==> src/rtl/keccak_pkg.sv <==
// Keccak/SHA-3 shared definitions: mode encodings, rate/capacity/suffix widths
// and per-mode constants used by the padding unit and its parameter decoder.
package keccak_pkg;

  localparam int MODE_SEL_WIDTH = 3;
  localparam int RATE_WIDTH     = 11;
  localparam int CAPACITY_WIDTH = 11;
  localparam int SUFFIX_WIDTH   = 8;

  localparam int MAX_RATE_BITS  = 1344;
  localparam int MAX_RATE_LANES = 21;
  localparam int MAX_RATE_BYTES = MAX_RATE_BITS / 8;
  localparam int LANE_IDX_WIDTH = 5;

  typedef enum logic [MODE_SEL_WIDTH-1:0] {
    MODE_SHA3_256 = 3'd0,
    MODE_SHA3_512 = 3'd1,
    MODE_SHAKE128 = 3'd2,
    MODE_SHAKE256 = 3'd3
  } keccak_mode_e;

  localparam logic [RATE_WIDTH-1:0] RATE_SHA3_256 = 11'd1088;
  localparam logic [RATE_WIDTH-1:0] RATE_SHA3_512 = 11'd576;
  localparam logic [RATE_WIDTH-1:0] RATE_SHAKE128 = 11'd1344;
  localparam logic [RATE_WIDTH-1:0] RATE_SHAKE256 = 11'd1088;

  localparam logic [CAPACITY_WIDTH-1:0] CAP_SHA3_256 = 11'd512;
  localparam logic [CAPACITY_WIDTH-1:0] CAP_SHA3_512 = 11'd1024;
  localparam logic [CAPACITY_WIDTH-1:0] CAP_SHAKE128 = 11'd256;
  localparam logic [CAPACITY_WIDTH-1:0] CAP_SHAKE256 = 11'd512;

  // Domain-separation suffix including the first pad10*1 bit.
  localparam logic [SUFFIX_WIDTH-1:0] SUFFIX_SHA3  = 8'h06;
  localparam logic [SUFFIX_WIDTH-1:0] SUFFIX_SHAKE = 8'h1F;
  localparam logic [7:0]              PAD_LAST     = 8'h80;

endpackage

==> src/rtl/keccak_param_unit.sv <==
// Decodes a hash mode into its rate (bits) and suffix byte.
// Ports: mode (in) selected mode; mode_valid (out) mode is a known encoding;
//        rate (out) rate in bits; suffix (out) domain suffix byte.
module keccak_param_unit
  import keccak_pkg::*;
(
  input  logic [MODE_SEL_WIDTH-1:0] mode,
  output logic                      mode_valid,
  output logic [RATE_WIDTH-1:0]     rate,
  output logic [SUFFIX_WIDTH-1:0]   suffix
);

  always_comb begin
    mode_valid = 1'b0;
    rate       = '0;
    suffix     = '0;
    case (mode)
      MODE_SHA3_256: begin mode_valid = 1'b1; rate = RATE_SHA3_256; suffix = SUFFIX_SHA3;  end
      MODE_SHA3_512: begin mode_valid = 1'b1; rate = RATE_SHA3_512; suffix = SUFFIX_SHA3;  end
      MODE_SHAKE128: begin mode_valid = 1'b1; rate = RATE_SHAKE128; suffix = SUFFIX_SHAKE; end
      MODE_SHAKE256: begin mode_valid = 1'b1; rate = RATE_SHAKE256; suffix = SUFFIX_SHAKE; end
      default: ;
    endcase
  end

endmodule

==> src/rtl/keccak_pad_unit.sv <==
// Keccak padding unit: absorbs 64-bit message beats into a rate-sized buffer,
// applies suffix + pad10*1 padding and hands out full rate blocks.
// Ports: clk_i/rst_ni clock and async active-low reset; start_i/keccak_mode_i
//        begin a message; msg_* message beat stream (valid/ready); block_*
//        rate block stream (valid/ready, last marks the padded block);
//        busy_o high outside IDLE.
module keccak_pad_unit
  import keccak_pkg::*;
(
  input  logic                      clk_i,
  input  logic                      rst_ni,
  input  logic                      start_i,
  input  logic [MODE_SEL_WIDTH-1:0] keccak_mode_i,
  input  logic [63:0]               msg_data_i,
  input  logic [3:0]                msg_bytes_i,
  input  logic                      msg_last_i,
  input  logic                      msg_valid_i,
  output logic                      msg_ready_o,
  output logic [MAX_RATE_BITS-1:0]  block_o,
  output logic                      block_valid_o,
  output logic                      block_last_o,
  input  logic                      block_ready_i,
  output logic                      busy_o
);

  typedef enum logic [1:0] {IDLE, ABSORB, EMIT, PAD} state_e;

  state_e                              state_q, state_d;
  logic [MAX_RATE_BYTES-1:0][7:0]      buf_q, buf_d;
  logic [LANE_IDX_WIDTH-1:0]           lane_q, lane_d;
  logic [LANE_IDX_WIDTH-1:0]           rl_q, rl_d;     // rate in lanes
  logic [SUFFIX_WIDTH-1:0]             sfx_q, sfx_d;
  logic                                last_q, last_d;
  logic                                pend_q, pend_d; // pad-only block owed

  logic                  mode_valid;
  logic [RATE_WIDTH-1:0] rate;
  logic [SUFFIX_WIDTH-1:0] suffix;
  logic                  unused_rate_lsbs;
  logic [3:0]            nbytes;
  logic [7:0]            pos;
  logic [7:0]            rate_bytes;

  keccak_param_unit u_param (
    .mode       (keccak_mode_i),
    .mode_valid (mode_valid),
    .rate       (rate),
    .suffix     (suffix)
  );

  // Rates are whole lanes, so the low six bits are always zero.
  assign unused_rate_lsbs = ^rate[5:0];

  // Non-last beats are always full; byte counts above 8 saturate.
  assign nbytes     = !msg_last_i ? 4'd8 : (msg_bytes_i > 4'd8) ? 4'd8 : msg_bytes_i;
  assign pos        = {lane_q, 3'b000} + {4'b0000, nbytes};
  assign rate_bytes = {rl_q, 3'b000};

  always_comb begin
    state_d = state_q;
    buf_d   = buf_q;
    lane_d  = lane_q;
    rl_d    = rl_q;
    sfx_d   = sfx_q;
    last_d  = last_q;
    pend_d  = pend_q;
    unique case (state_q)
      IDLE: begin
        if (start_i && mode_valid) begin
          rl_d    = rate[RATE_WIDTH-1:6];
          sfx_d   = suffix;
          lane_d  = '0;
          buf_d   = '0;
          last_d  = 1'b0;
          pend_d  = 1'b0;
          state_d = ABSORB;
        end
      end
      ABSORB: begin
        if (msg_valid_i) begin
          for (int b = 0; b < MAX_RATE_BYTES; b++) begin
            if ((b / 8) == int'(lane_q) && (b % 8) < int'(nbytes))
              buf_d[b] = msg_data_i[8*(b%8) +: 8];
          end
          lane_d = lane_q + 5'd1;
          if (!msg_last_i) begin
            if (lane_q == rl_q - 5'd1) begin
              state_d = EMIT;
              last_d  = 1'b0;
            end
          end else if (pos == rate_bytes) begin
            // Block is exactly full: ship it, then a padding-only block.
            state_d = EMIT;
            last_d  = 1'b0;
            pend_d  = 1'b1;
          end else begin
            // XOR so suffix and final pad bit merge when they hit the same byte.
            for (int b = 0; b < MAX_RATE_BYTES; b++) begin
              if (8'(b) == pos)               buf_d[b] = buf_d[b] ^ sfx_q;
              if (8'(b) == rate_bytes - 8'd1) buf_d[b] = buf_d[b] ^ PAD_LAST;
            end
            state_d = EMIT;
            last_d  = 1'b1;
          end
        end
      end
      EMIT: begin
        if (block_ready_i) begin
          buf_d  = '0;
          lane_d = '0;
          if (last_q) begin
            state_d = IDLE;
            last_d  = 1'b0;
          end else if (pend_q) begin
            state_d = PAD;
          end else begin
            state_d = ABSORB;
          end
        end
      end
      PAD: begin
        buf_d    = '0;
        buf_d[0] = sfx_q;
        for (int b = 1; b < MAX_RATE_BYTES; b++) begin
          if (8'(b) == rate_bytes - 8'd1) buf_d[b] = PAD_LAST;
        end
        pend_d  = 1'b0;
        last_d  = 1'b1;
        state_d = EMIT;
      end
      default: state_d = IDLE;
    endcase
  end

  always_ff @(posedge clk_i or negedge rst_ni) begin
    if (!rst_ni) begin
      state_q <= IDLE;
      buf_q   <= '0;
      lane_q  <= '0;
      rl_q    <= '0;
      sfx_q   <= '0;
      last_q  <= 1'b0;
      pend_q  <= 1'b0;
    end else begin
      state_q <= state_d;
      buf_q   <= buf_d;
      lane_q  <= lane_d;
      rl_q    <= rl_d;
      sfx_q   <= sfx_d;
      last_q  <= last_d;
      pend_q  <= pend_d;
    end
  end

  assign msg_ready_o   = (state_q == ABSORB);
  assign block_valid_o = (state_q == EMIT);
  assign block_last_o  = (state_q == EMIT) && last_q;
  assign busy_o        = (state_q != IDLE);

  // Lanes beyond the active rate read as zero.
  for (genvar j = 0; j < MAX_RATE_LANES; j++) begin : g_lane
    assign block_o[64*j +: 64] = (5'(j) < rl_q) ? buf_q[8*j+7 : 8*j] : 64'd0;
  end

endmodule
==> config.mk <==
export PLATFORM = sky130hd
export DESIGN_NAME = keccak_pad_unit
export DESIGN_NICKNAME = d
export VERILOG_FILES = /design/src/rtl/keccak_pkg.sv /design/src/rtl/keccak_param_unit.sv /design/src/rtl/keccak_pad_unit.sv
export SDC_FILE = /design/constraint.sdc
export NUM_CORES = 2
export LEC_CHECK = 0
export BUFFER_PORTS_ARGS = -buffer_cell sky130_fd_sc_hd__buf_2
export CORE_AREA = 2 2 550 552
export DETAILED_ROUTE_END_ITERATION = 7
export DIE_AREA = 0 0 552 554
export PLACE_DENSITY = 0.52
export SLEW_MARGIN = 15
export SYNTH_ARGS = -nofsm -noshare
export SYNTH_HDL_FRONTEND = slang
export SYNTH_SLANG_ARGS = --single-unit
==> constraint.sdc <==
create_clock -name clk_i -period 7.68 [get_ports clk_i]
set_input_delay 0.768 -clock clk_i [delete_from_list [all_inputs] [get_ports clk_i]]
set_output_delay 0.768 -clock clk_i [all_outputs]
set_load 0.005 [all_outputs]
* After elaboration in Yosys (flattened, before gate mapping)
Index checks and enable logic that the tools add are counted.
** Storage, ports and cells
- Register bits :: 1366
- Input bits :: 77
- Word-level logic and storage cells :: 2833
** Operators by class
- $add $sub $neg :: 4
- Order comparisons :: 30
- Equality and inequality tests :: 368
- Mux-type cells :: 1734
- Bitwise logic cells :: 336
- Reductions and logical operators :: 187
** Operators by type and width (count)
- $mux W8 :: 1679
- $mux W1344 :: 5
- $pmux W1344 S4 :: 1
- $mux W64 :: 21
- $xor A8 B8 Y8 :: 168
- $eq A7 B8 Y1 const A :: 128
- $eq A8 B8 Y1 const A :: 80
- $eq A6 B8 Y1 const A :: 64
- $eq A5 B8 Y1 const A :: 32
- $logic_and A1 B1 Y1 :: 170
- $not A1 Y1 :: 168
- $eq A4 B8 Y1 const A :: 16
- $eq A5 B5 Y1 const A :: 13
- $eq A3 B8 Y1 const A :: 8
- $lt A4 B5 Y1 const A :: 8
- $pmux W11 S3 :: 1
- $eq A2 B8 Y1 const A :: 4
- $lt A5 B5 Y1 const A :: 5
- $eq A4 B5 Y1 const A :: 4
- $lt A3 B5 Y1 const A :: 4
- $eq A1 B8 Y1 const A :: 2
- $logic_not A8 Y1 :: 2
- $lt A3 B4 Y1 const A :: 4
- $mux W5 :: 3
- 39 further kinds :: 69

* Depth between registers and ports, before layout
- Depth in word-level cells :: 20
- Mapped depth :: 17
- Mapped depth without buffers :: 10

* Cells and area by module
Synthesis repeated with hierarchy kept, for this count alone.
** Second synthesis, totals
- Cells, all modules :: 11495
- Area, all modules :: 93000.4 um^2
** By module, submodules not included
- keccak_pad_unit :: times used 1, cells an instance 11473, area each 92860.3 um^2, seq. area each 34182.8 um^2
- keccak_param_unit :: times used 1, cells an instance 22, area each 140.1 um^2, seq. area each 0.0 um^2

* Least setup slack after synthesis
No wires, ideal clock.
- Kind :: in2reg
- Start point :: input msg_last_i
- End point :: register buf_q[319] (netlist name)
- Arrival time :: 4.081 ns
- Data required time :: 7.548 ns
- Slack :: 3.467 ns
- Stages :: 16
- Cell sequence :: nor2b_1 -> inv_1 -> buf_2 -> clkbuf_1 -> clkbuf_1 -> ha_1 -> ha_1 -> buf_2 -> xor3_1 -> a2111oi_4 -> and3_1 -> buf_2 -> buf_2 -> o21ai_1 -> a21oi_1 -> a211oi_1
** On the way
- Longest elaborated chain between the ends :: 18
- Elaborated cells on any way between the ends :: 21
** Ends and longest elaborated chain
- start, declared :: RTL line keccak_pad_unit.sv:16 : input logic msg_last_i,
- $mux W4 :: RTL line keccak_pad_unit.sv:55 : assign nbytes = !msg_last_i ? 4'd8 : (msg_bytes_i > 4'd8) ? 4'd8 : msg_bytes_i;
- $lt A3 B4 Y1 :: RTL line keccak_pad_unit.sv:82 : if ((b / 8) == int'(lane_q) && (b % 8) < int'(nbytes))
- $logic_and A1 B1 Y1 :: RTL line keccak_pad_unit.sv:82
- $mux W8 :: RTL line keccak_pad_unit.sv:82
- $mux W8 :: RTL line keccak_pad_unit.sv:80 : if (msg_valid_i) begin
- $mux W8 :: RTL line keccak_pad_unit.sv:67 : unique case (state_q)
- $xor A8 B8 Y8 :: RTL line keccak_pad_unit.sv:99 : if (8'(b) == pos) buf_d[b] = buf_d[b] ^ sfx_q;
- $mux W8 :: RTL line keccak_pad_unit.sv:99
- [... 2 more ...]
- $mux W8 :: RTL line keccak_pad_unit.sv:80
- $mux W8 :: RTL line keccak_pad_unit.sv:67
- $not A1 Y1 (no source line)
- $mux W8 :: RTL line keccak_pad_unit.sv:100 : if (8'(b) == rate_bytes - 8'd1) buf_d[b] = buf_d[b] ^ PAD_LAST;
- $mux W1344 :: RTL line keccak_pad_unit.sv:91 : end else if (pos == rate_bytes) begin
- $mux W1344 * :: RTL line keccak_pad_unit.sv:86 : if (!msg_last_i) begin
- $mux W1344 * :: RTL line keccak_pad_unit.sv:80
- $pmux W1344 S4 * :: RTL line keccak_pad_unit.sv:67
- end signal, assigned :: RTL line keccak_pad_unit.sv:146 : buf_q <= buf_d;
- end, declared :: RTL line keccak_pad_unit.sv:29 : logic [MAX_RATE_BYTES-1:0][7:0] buf_q, buf_d;
Mark *: on every way between the ends. The rest lies on a longest branch, timed or not. The select of a mux whose other input is x is not followed.
A chain may end at the register's enable or synchronous reset.

* Worst setup path after layout
- Start point :: input msg_last_i
- End point :: register buf_q[43] (netlist name)
** On the way
- Longest elaborated chain between the ends :: 17
- Elaborated cells on any way between the ends :: 20
** Ends and longest elaborated chain (RTL line)
- $mux W4 :: keccak_pad_unit.sv:55
- $lt A3 B4 Y1 :: keccak_pad_unit.sv:82
- $logic_and A1 B1 Y1 :: keccak_pad_unit.sv:82
- $mux W8 :: keccak_pad_unit.sv:82
- $mux W8 :: keccak_pad_unit.sv:80
- $mux W8 :: keccak_pad_unit.sv:67
- $xor A8 B8 Y8 :: keccak_pad_unit.sv:99
- $mux W8 :: keccak_pad_unit.sv:99
- $mux W8 :: keccak_pad_unit.sv:91
- $mux W8 :: keccak_pad_unit.sv:86
- $mux W8 :: keccak_pad_unit.sv:80
- $mux W8 :: keccak_pad_unit.sv:67
- $mux W8 :: keccak_pad_unit.sv:100
- $mux W1344 :: keccak_pad_unit.sv:91
- $mux W1344 * :: keccak_pad_unit.sv:86
- $mux W1344 * :: keccak_pad_unit.sv:80
- $pmux W1344 S4 * :: keccak_pad_unit.sv:67
Marked as above.

==> metrics <==
share of cells above drive strength 1 21.0%; input/output buffers 1424; Slew Limit Fails 0; Switch Pwr 0.0124 W; max_slew headroom 14.3%; Chip Width 552 µm; Synth Flop Type dfrtp_1; starting DRC count in detailed routing 10300; Syn Nets 9205; total setup buffers inserted after CTS 0; first drt pass iteration count 8; vias in the first global route 77700; Fillers 31700; RSZ-0062 raised after global routing no; pin count of the biggest net entering global routing 158; initial antenna violation count 82; die area 306000 µm²; antenna-violating nets left 0; drt wl/cell 37.6 µm; DRC violations left 6; die height 554 µm; Placed Instance Area 92000 µm²; number of enable flip-flop cells after synthesis 0; most frequent cells in the layout buf_2 (1423), nand2_1 (1397), dfrtp_1 (1357); # clock sinks 1359; total CTS buffers 175; final worst path period share 72.9%; drt total wl 542 mm; Clock Root Buffer clkbuf_16; routability cong. 1.00; Cell Area, Synth 79600 µm²; run status finished with violations; Clk pwr share 32.0%; WP data required 8.42 ns; register bit count reported by yosys 1359; CTS tree yes; Startpoint Class input pin; Vias/cell 5.77; Vias 83100; sw frac 45.9%; Final min period 5.60 ns; post-synthesis sequential area ratio 42.7%; Least-Margin Pin Slew 1.28 ns; Hold Buf Count CTS 1; Syn Area/Cell 8.73 µm²; Hold WC Path Type input pin to flop; fin nets 10300; failing checks DRC; Power Density 277 nW/µm²; crit path capture type flop; most common cell after layout, fill and taps aside buf_2; endpoints failing setup 0; Core ar. 299000 µm²; Data arrival, critical path 6.34 ns; GRT overflow 0; Setup TNS 0 ns; initial core utilization 26.6%; Unique masters post-synth 93; # rows 201; P_int 0.0147 W; Synth Instances 9116; fin util 32.7%; post-route design area 97900 µm²; Reg clk slew, reported paths 0.06 ns; worst setup path class input pin to flop; VDD IR-drop max 0.345 mV; Ys Warns 0; clk buf depth 4; area delta synth->final 23.1%; Seq pwr share 29.1%; Comb power frac 38.9%; first-pass GRT wire length 714 mm; P_leak 45.4 nW; CP max FO 23; later-pin clock latency in the skew report 0.86 ns; Resized cells post-CTS 0; detailed placer's ending HPWL 396 mm; Fin. Hold Viols 0; I/O pin count 1425; Final Skew 0.0394 ns; max_cap viols 0; fmax 179 MHz; H-tree depth 4; ys async rst share 100%; GRT Util Overall 34.0%
final timing paths:
| check | from | end | slack, ns | cells past startpoint |
|---|---|---|---|---|
| max reg2reg | lane_q[0] | buf_q[43] | 2.36 | 9 |
| min | msg_data_i[30] | buf_q[1246] | 0.16 | 2 |
| max | msg_last_i | buf_q[43] | 2.08 | 13 |
| min in group asynchronous | rst_ni | buf_q[452] | 0.48 | 2 |
| max in group asynchronous | rst_ni | buf_q[764] | 5.26 | 4 |
| min reg2reg | buf_q[926] | buf_q[926] | 0.47 | 2 |
critical path: stages:
cell      delay (ns)
buf_2           0.16
buf_4           0.31
nor2b_4         0.34
clkinv_2        0.10
ha_1            0.28
ha_1            0.41
xnor2_1         0.63
a22o_2          0.24
buf_4           0.44
nand2_2         0.70
nor2_4          1.18
a21boi_1        0.28
a221o_1         0.43
synth_stat cells, types with 13 or more instances:
master / count / area, µm²
or3_1: 26 / 163
o311ai_0: 90 / 788
nor3_2: 16 / 160
o211ai_1: 70 / 526
a21boi_0: 41 / 308
a32o_1: 23 / 230
a21o_1: 55 / 413
nand4_1: 30 / 188
clkbuf_1: 551 / 2070
nand2_1: 1406 / 5280
nor2_1: 409 / 1540
buf_2: 84 / 420
mux2i_1: 61 / 611
nor4_1: 23 / 144
o22ai_1: 163 / 1020
and2_1: 791 / 4950
xnor2_1: 380 / 3330
a221o_1: 103 / 1030
a211oi_1: 118 / 886
nor3_1: 127 / 636
o41ai_1: 13 / 114
buf_1: 82 / 308
o2bb2ai_1: 18 / 158
nand3_1: 283 / 1420
a32oi_1: 48 / 420
xor2_1: 154 / 1350
and3_1: 15 / 93.8
a2bb2oi_1: 27 / 236
a21oi_1: 190 / 951
nor2b_1: 586 / 3670
o21ai_0: 788 / 3940
a31oi_1: 67 / 419
o21ai_1: 27 / 135
a22o_1: 327 / 2860
dfrtp_1: 1359 / 34000
o221ai_1: 126 / 1100
a22oi_1: 46 / 345
a31o_2: 42 / 368
inv_1: 36 / 135
a211o_1: 16 / 140
o31ai_1: 59 / 443
o22a_1: 24 / 210
layer usage:
layer / track usage [%] / vias to the layer above / part of all wire [%]
met1: 43.6 / 41800 / 40
met2: 50.2 / 5365 / 42
met4: 20.1 / 22 / 6.6
met5: 0 / - / 0.028
li1: - / 34800 / -
met3: 10.4 / 1044 / 11
power groups by stage:
stage	Clock, W	Combinational, W	Sequential, W
3_5_place_dp	0	0.0103	0.00800
4_1_cts	0.00876	0.0104	0.00788
3_3_place_gp	0	0.0103	0.00800
6_report	0.00867	0.0105	0.00790
2_1_floorplan	0	0.00523	0.00780
5_1_grt	0.00903	0.0109	0.00793
stage by stage:
stage | setup WS [ns] | hold slack (ns) | std cells | total power, W
6_report | 2.08 | 0.158 | 14400 | 0.0271
5_1_grt | 2.04 | 0.121 | 14400 | 0.0279
4_1_cts | 2.23 | 0.0651 | 14300 | 0.0270
3_5_place_dp | 1.30 | 0.462 | 14000 | 0.0183
3_3_place_gp | 1.41 | 0.454 | 14000 | 0.0183
2_1_floorplan | 3.47 | 0.437 | 9116 | 0.0130
logic make-up (layout without fill, tap and decap cells):
logic type                 Yosys count  in the layout  synth area share (%)
other                                0             51                     0
adders and majority gates           12             12                 0.189
buffers and inverters              761           2035                  3.75
DFF                               1359           1359                  42.7
muxes                               62             62                 0.781
xor gates and xnor gates           537            537                  5.98
AOI/OAI and AO/OA                 2570           2570                  22.5
and+or+nand+nor                   3815           3815                  24.1
final cells by class:
| type | instances | area (µm²) | area share [%] |
|---|---|---|---|
| multi-input cells | 6996 | 43500 | 44.4 |
| flip-flops and latches | 1359 | 34000 | 34.7 |
| repair buffers | 1681 | 9380 | 9.58 |
| clock buffers | 245 | 5060 | 5.16 |
| well taps | 3958 | 4950 | 5.06 |
| clock inverters | 69 | 763 | 0.779 |
| inverters | 40 | 159 | 0.162 |
| diodes | 51 | 128 | 0.130 |
sequential cells by signal (all words and copies together) (netlist names):
| register | flops |
|---|---|
| buf_q | 1344 |
| rl_q | 4 |
| pend_q | 1 |
| lane_q | 5 |
| sfx_q | 2 |
| state_q | 2 |
| last_q | 1 |
Note: power is estimated with default switching activity, not from simulation.
